[config.mk]
export PLATFORM = sky130hd
export DESIGN_NAME = wb_arbiter
export DESIGN_NICKNAME = d
export VERILOG_FILES = /design/src/rtl/wb_pkg.sv /design/src/rtl/wb_slot.sv /design/src/rtl/wb_arbiter.sv
export SDC_FILE = /design/constraint.sdc
export NUM_CORES = 1
export LEC_CHECK = 0
export ABC_AREA = 1
export BUFFER_PORTS_ARGS = -buffer_cell sky130_fd_sc_hd__buf_2
export CAP_MARGIN = 20
export CORE_MARGIN = 2
export CORE_UTILIZATION = 45
export CTS_CLUSTER_DIAMETER = 200
export DETAILED_ROUTE_END_ITERATION = 10
export GPL_TIMING_DRIVEN = 0
export PLACE_DENSITY = 0.7
export SETUP_SLACK_MARGIN = 0.05
export SLEW_MARGIN = 10
export SYNTH_ARGS = -nofsm -noshare
export SYNTH_HDL_FRONTEND = slang
export SYNTH_SLANG_ARGS = --single-unit
export TNS_END_PERCENT = 50
[constraint.sdc]
create_clock -name clk -period 2.1 [get_ports clk]
set_input_delay 0.315 -clock clk [delete_from_list [all_inputs] [get_ports clk]]
set_output_delay 0.315 -clock clk [all_outputs]
set_load 0.02 [all_outputs]
[src/rtl/wb_pkg.sv]
// Shared definitions for the write-back arbiter slice.
// Source IDs, default widths and the hard-wired zero register index.
package wb_pkg;

   localparam int WB_DATA_W = 32;
   localparam int WB_ADDR_W = 5;
   localparam int REG_ZERO  = 0;

   typedef enum logic {
      SRC_ALU = 1'b0,
      SRC_MEM = 1'b1
   } src_e;

endpackage

[src/rtl/wb_slot.sv]
// One-entry valid/ready holding register for a single result producer.
// Ports: clk, reset_n, i_valid/o_ready/i_rd/i_data (producer side),
//        i_grant (slot drained this cycle), o_full/o_rd/o_data (held entry).
module wb_slot
   import wb_pkg::*;
#(
   parameter int DATA_W = WB_DATA_W,
   parameter int ADDR_W = WB_ADDR_W
) (
   input  logic              clk,
   input  logic              reset_n,
   input  logic              i_valid,
   output logic              o_ready,
   input  logic [ADDR_W-1:0] i_rd,
   input  logic [DATA_W-1:0] i_data,
   input  logic              i_grant,
   output logic              o_full,
   output logic [ADDR_W-1:0] o_rd,
   output logic [DATA_W-1:0] o_data
);

   logic              r_full;
   logic [ADDR_W-1:0] r_rd;
   logic [DATA_W-1:0] r_data;
   logic              w_xfer;
   logic              w_load;

   // Draining slot may be refilled on the same edge.
   assign o_ready = !r_full || i_grant;
   assign w_xfer  = i_valid && o_ready;
   // Writes to x0 are accepted but never occupy the slot.
   assign w_load  = w_xfer && (i_rd != ADDR_W'(REG_ZERO));

   always_ff @(posedge clk or negedge reset_n) begin
      if (!reset_n) begin
         r_full <= 1'b0;
         r_rd   <= '0;
         r_data <= '0;
      end else if (w_load) begin
         r_full <= 1'b1;
         r_rd   <= i_rd;
         r_data <= i_data;
      end else if (i_grant) begin
         r_full <= 1'b0;
      end
   end

   assign o_full = r_full;
   assign o_rd   = r_rd;
   assign o_data = r_data;

endmodule

[src/rtl/wb_arbiter.sv]
// Write-back stage: ALU and load slots arbitrated onto one regfile port.
// Ports: clk, reset_n, alu_*/mem_* producer handshakes, reg_wren/w_reg0/
//        w_data registered write port, pending RAW-hazard bitmap.
module wb_arbiter
   import wb_pkg::*;
#(
   parameter int DATA_W = WB_DATA_W,
   parameter int ADDR_W = WB_ADDR_W,
   parameter bit RR_EN  = 1'b1
) (
   input  logic              clk,
   input  logic              reset_n,
   input  logic              alu_valid,
   output logic              alu_ready,
   input  logic [ADDR_W-1:0] alu_rd,
   input  logic [DATA_W-1:0] alu_data,
   input  logic              mem_valid,
   output logic              mem_ready,
   input  logic [ADDR_W-1:0] mem_rd,
   input  logic [DATA_W-1:0] mem_data,
   output logic              reg_wren,
   output logic [ADDR_W-1:0] w_reg0,
   output logic [DATA_W-1:0] w_data,
   output logic [31:0]       pending
);

   logic              w_alu_full;
   logic              w_mem_full;
   logic [ADDR_W-1:0] w_alu_rd;
   logic [ADDR_W-1:0] w_mem_rd;
   logic [DATA_W-1:0] w_alu_dat;
   logic [DATA_W-1:0] w_mem_dat;
   logic              w_alu_gnt;
   logic              w_mem_gnt;
   logic [31:0]       w_pend;
   src_e              r_last;
   logic              r_wren;
   logic [ADDR_W-1:0] r_reg;
   logic [DATA_W-1:0] r_data;

   wb_slot #(.DATA_W(DATA_W), .ADDR_W(ADDR_W)) u_alu (
      .clk     (clk),
      .reset_n (reset_n),
      .i_valid (alu_valid),
      .o_ready (alu_ready),
      .i_rd    (alu_rd),
      .i_data  (alu_data),
      .i_grant (w_alu_gnt),
      .o_full  (w_alu_full),
      .o_rd    (w_alu_rd),
      .o_data  (w_alu_dat)
   );

   wb_slot #(.DATA_W(DATA_W), .ADDR_W(ADDR_W)) u_mem (
      .clk     (clk),
      .reset_n (reset_n),
      .i_valid (mem_valid),
      .o_ready (mem_ready),
      .i_rd    (mem_rd),
      .i_data  (mem_data),
      .i_grant (w_mem_gnt),
      .o_full  (w_mem_full),
      .o_rd    (w_mem_rd),
      .o_data  (w_mem_dat)
   );

   always_comb begin
      w_alu_gnt = 1'b0;
      w_mem_gnt = 1'b0;
      if (w_alu_full && w_mem_full) begin
         if (RR_EN && (r_last == SRC_ALU))
            w_mem_gnt = 1'b1;
         else
            w_alu_gnt = 1'b1;
      end else begin
         w_alu_gnt = w_alu_full;
         w_mem_gnt = w_mem_full;
      end
   end

   // last_grant only tracks contested decisions; a lone slot never
   // steals the next contested turn from the other source.
   always_ff @(posedge clk or negedge reset_n) begin
      if (!reset_n)
         r_last <= SRC_MEM;
      else if (w_alu_full && w_mem_full)
         r_last <= w_alu_gnt ? SRC_ALU : SRC_MEM;
   end

   always_ff @(posedge clk or negedge reset_n) begin
      if (!reset_n) begin
         r_wren <= 1'b0;
         r_reg  <= '0;
         r_data <= '0;
      end else if (w_alu_gnt) begin
         r_wren <= 1'b1;
         r_reg  <= w_alu_rd;
         r_data <= w_alu_dat;
      end else if (w_mem_gnt) begin
         r_wren <= 1'b1;
         r_reg  <= w_mem_rd;
         r_data <= w_mem_dat;
      end else begin
         r_wren <= 1'b0;
      end
   end

   always_comb begin
      w_pend = '0;
      for (int i = 1; i < 32; i++) begin
         w_pend[i] = (w_alu_full && (w_alu_rd == ADDR_W'(i)))
                  || (w_mem_full && (w_mem_rd == ADDR_W'(i)))
                  || (r_wren && (r_reg == ADDR_W'(i)));
      end
   end

   assign reg_wren = r_wren;
   assign w_reg0   = r_reg;
   assign w_data   = r_data;
   assign pending  = w_pend;

endmodule

* Word level (Yosys, flattened, before mapping)
Cells that the tools add are included.
** Storage, ports and cells
- Register bits :: 115
- Output and inout port bits :: 72
- Logic and storage cells :: 287
** Operators by class
- Equal/unequal tests :: 93
- Mux-type cells :: 15
- Reductions and logical operators :: 169
** Operator list (count)
- $eq A5 B5 Y1 const B :: 48
- $eq A5 B4 Y1 const B :: 24
- $logic_and A1 B1 Y1 :: 98
- $logic_or A1 B1 Y1 :: 64
- $mux W32 :: 2
- $eq A5 B3 Y1 const B :: 12
- $eq A5 B2 Y1 const B :: 6
- $eq A5 B1 Y1 const B :: 3
- $mux W1 :: 11
- $mux W5 :: 2
- $reduce_bool A5 Y1 :: 2
- $reduce_bool A2 Y1 :: 3
- $logic_not A1 Y1 :: 2

* Depth between registers and ports, before layout
- Word-level depth :: 6
- Depth in mapped cells :: 8
- Gate-level depth less buffers :: 7

* Modules after synthesis
Synthesis repeated with hierarchy kept, for this count alone.
** Second synthesis, totals
- Cells, all modules :: 832
- Area total of the unflattened synthesis :: 6090.8 µm²
** By module, submodules not included
- wb_slot :: times used 2, cells an instance 169, area each 1540.2 µm²
- wb_arbiter :: times used 1, cells an instance 494, area each 3010.4 µm²

* Least setup slack after synthesis
No wires, ideal clock.
- Path kind :: reg-to-output
- Start point :: register r_wren, in the netlist reg_wren
- End point :: output pending[12]
- Arrival :: 1.282 ns
- Required time :: 1.785 ns
- Slack :: 0.503 ns
- Stages on the path, launching flop included :: 6
- Buffers on the path :: 1
- Path through :: dfrtp_1 inv_1 nor2_1 clkbuf_1 nand2_1 nand3_1
** Between the ends
- Word-level cells in the longest chain between the ends :: 2
** Ends and longest elaborated chain
- start: declaration :: RTL line wb_arbiter.sv:37 : logic r_wren;
- start signal: assignment :: RTL line wb_arbiter.sv:92 : r_wren <= 1'b0;
- start signal: assignment :: RTL line wb_arbiter.sv:96 : r_wren <= 1'b1;
- start signal: assignment :: RTL line wb_arbiter.sv:100 : r_wren <= 1'b1;
- $logic_and A1 B1 Y1 :: RTL line wb_arbiter.sv:113 : || (r_wren && (r_reg == ADDR_W'(i)));
- $logic_or A1 B1 Y1 :: RTL line wb_arbiter.sv:113
- end: declaration :: RTL line wb_arbiter.sv:24 : output logic [31:0] pending
Every way passes these cells.

* Worst setup path after layout
- Start point :: register u_alu.r_full, in the netlist u_alu.o_full
- End point :: output pending[24]
** Between the ends
- Word-level cells in the longest chain between the ends :: 3
** Ends and longest elaborated chain
- start: declaration :: RTL line wb_slot.sv:22 : logic r_full;
- start signal: assignment :: RTL line wb_slot.sv:36 : r_full <= 1'b0;
- start signal: assignment :: RTL line wb_slot.sv:40 : r_full <= 1'b1;
- start signal: assignment :: RTL line wb_slot.sv:44 : r_full <= 1'b0;
- $logic_and A1 B1 Y1 :: RTL line wb_arbiter.sv:111 : w_pend[i] = (w_alu_full && (w_alu_rd == ADDR_W'(i)))
- $logic_or A1 B1 Y1 :: RTL line wb_arbiter.sv:112 : || (w_mem_full && (w_mem_rd == ADDR_W'(i)))
- $logic_or A1 B1 Y1 :: RTL line wb_arbiter.sv:113
Every way passes these cells.

==> summary.txt <==
Die
  • Die width: 118 um
  • Standard-cell rows: between 40 and 50
  • Die H: around 120 um
  • Initial Util: 0.461
  • Io pins: 150
  • Die area: 0.0139 sq mm
  • Core ar.: between 0.01 and 0.015 sq mm

Clock network
  • CTS sink count: approximately 120
  • Post-CTS setup buffers: 0
  • Clock latency on the worst-skew pair: approximately 0.41 ns
  • Reg clk slew, reported paths: ~0.050 ns
  • TritonCTS clock tree: done
  • # H-tree levels: 4
  • Root buf cell: clkbuf_16
  • CTS Buf Count: 17
  • Deepest clock path buffer count: 2

Worst setup path
  • CP Capture Type: output pin
  • CP required: approximately 1.8 ns
  • Worst path arrival time: approximately 1.6 ns
  • Crit Path Category: reg -> out
  • Critical path peak fanout: 10
  • Worst setup SP type: flip-flop
  • Worst-case reg-to-reg path depth: 7
  • R2R Setup Slk: just over 0.6 ns

Global routing
  • First-pass GRT wire length: 28000 um
  • Antenna violations before repair: 0
  • Overflow after GRT: 0
  • Largest net degree at the start of global routing: 66
  • Vias in the first global route: around 5500
  • Total GRT Usage: 0.253

Timing
  • Slew of the pin with the lowest slew margin: roughly 0.6 ns
  • Hold Slack: about 0.13 ns
  • Fin worst setup slack: ~0.14 ns
  • RSZ-0062 raised after global routing: false
  • Count of final hold-check violations: 0
  • Slew HR: 0.590
  • Fin. max-slew vios: 0
  • Fin crit period: approximately 2.0 ns
  • Fmax: 0.511 GHz
  • Worst Clk Skew: roughly 0.0089 ns
  • Crit share post-route: 0.932
  • Final setup vio count: 0

Pwr
  • Max VDD drop: a little under 0.7 mV
  • Leakage: between 0.004 and 0.005 uW
  • P per Cell Area: 1380 mW/mm^2

Place
  • Pre-CTS setup slack: 0.235 ns
  • DPL Wire Length: around 12000 um
  • Final RePlAce weighted congestion: 0.973
  • Port bufs: between 100 and 150

Route
  • Vias per inst: 5.05
  • Routed vias: about 5700
  • WL per Instance: roughly 15 um
  • Drt first pass iters: 5
  • Final ANT Viol Nets: 0
  • Starting DRT DRC Count: between 300 and 400
  • Residual DRC count: 0
  • Detailed Route WL: ~17000 um

Worst hold path
  • Hold crit path type: in -> reg
  • WHS Path Cells: 3

Yosys
  • Synth Instances: between 700 and 800
  • Ys Warns: 0
  • Yosys cell types: 22
  • Syn nets: around 860
  • Syn avg cell area: 7.50 sq um
  • Post-Syn Area: 0.00584 sq mm
  • Seq cells post-synth: roughly 120
  • Register area share after synthesis: 0.493

Run
  • Max Cap Viol: 0

Cells and area
  • Post-layout util: 0.590
  • Layout Nets: between 1000 and 1500
  • Ant. Diodes: 0
  • Layout cells sized above 1: 0.258
  • Area grow syn2layout: 28.0%

Status
  • Status: finished, final reports clean
==> cell families after synthesis <==
family	after synthesis	share of synthesized area
buffers and inverters	70	0.0737
DFF	115	0.493
other	1	0.000642
and+or+nand+nor	593	0.433
==> stage by stage <==
stage	area, sq um	std cells	TNS [ns]	power (uW)
3_3_place_gp	6800	1099	-79.00	7380
3_5_place_dp	6830	1100	0	7440
6_report	7480	1133	0	10300
5_1_grt	7480	1133	0	11000
4_1_cts	7460	1133	0	10400
2_1_floorplan	5840	779	0	6050
==> layer usage <==
metal,vias to the layer above,global-route usage,share of wire
met5,-,0,0
met4,0,0.0798,0.015
met3,22,0.0547,0.062
met2,206,0.409,0.48
met1,2677,0.340,0.45
li1,2819,-,-
==> final timing paths <==
kind	from	to
min in group asynchronous	reset_n	w_data[16]
min	alu_data[19]	u_alu.o_data[19]
max reg2reg	r_last	w_data[23]
min reg2reg	u_alu.o_data[7]	u_alu.o_data[7]
max	u_alu.o_full	pending[24]
max in group asynchronous	reset_n	w_reg0[4]
==> critical path, cell delays in order (launching register included) <==
cell and delay [ns]:
dfrtp_2 0.44, nand2_1 0.09, clkinv_2 0.14, buf_4 0.22, nand2_1 0.07, nand3_1 0.10, buf_2 0.18
==> where the power goes <==
part	internal [uW]	switching, uW	total [uW]
clock	1860	995	2860
sequential	2990	559	3540
combinational	1300	2640	3940
total	6150	4190	10300
==> cell usage in the layout (no fill, tap or decap), drive strengths merged, types with 2 or more instances in the layout <==
cell and n:
nand2 357, buf 188, nand3 177, dfrtp 114, nor2 57, clkbuf 28, inv 25, clkinv 5
clkinvlp 3, nand3b 2, bufinv 2
==> final cells by class <==
| class | count | area (sq um) |
|---|---|---|
| fillers | 1215 | 5190 |
| flip-flops and latches | 115 | 2880 |
| multi-input cells | 594 | 2550 |
| repair buffers | 150 | 785 |
| clock buffers | 23 | 488 |
| plain buffers | 44 | 354 |
| well taps | 172 | 215 |
| clock inverters | 9 | 103 |
| inverters | 26 | 98.8 |
==> flip-flops by register name, indices dropped and copies added (netlist names) <==
register      cells
r_last            1
reg_wren          1
u_alu.o_data     32
u_alu.o_full      1
u_alu.o_rd        5
u_mem.o_data     32
u_mem.o_full      1
u_mem.o_rd        5
w_data           32
w_reg0            5
==> synth_stat cells <==
master	count	area share
nor2_4	2	0.0039
clkinv_1	1	0.00064
nand3_2	1	0.0017
clkbuf_1	5	0.0032
nor2_2	2	0.0021
nand3_1	176	0.15
nor2_1	53	0.034
inv_2	2	0.0013
nand3b_2	2	0.0039
buf_1	3	0.0019
conb_1	1	0.00064
buf_12	1	0.0034
inv_1	23	0.015
nand2_2	11	0.012
buf_2	16	0.014
nand2_4	2	0.0039
nand2_1	344	0.22
buf_4	6	0.0077
dfrtp_1	114	0.49
dfstp_2	1	0.0045
buf_6	10	0.019
buf_8	3	0.0077
==> timing repair <==
item                                    in CTS  in global routing
resized for setup                           13                  8
hold buffers                                 1                  0
endpoints found under the setup margin      26                 23
hold endpoints to repair                    63                  0
Note: power is estimated with default switching activity, not from simulation.
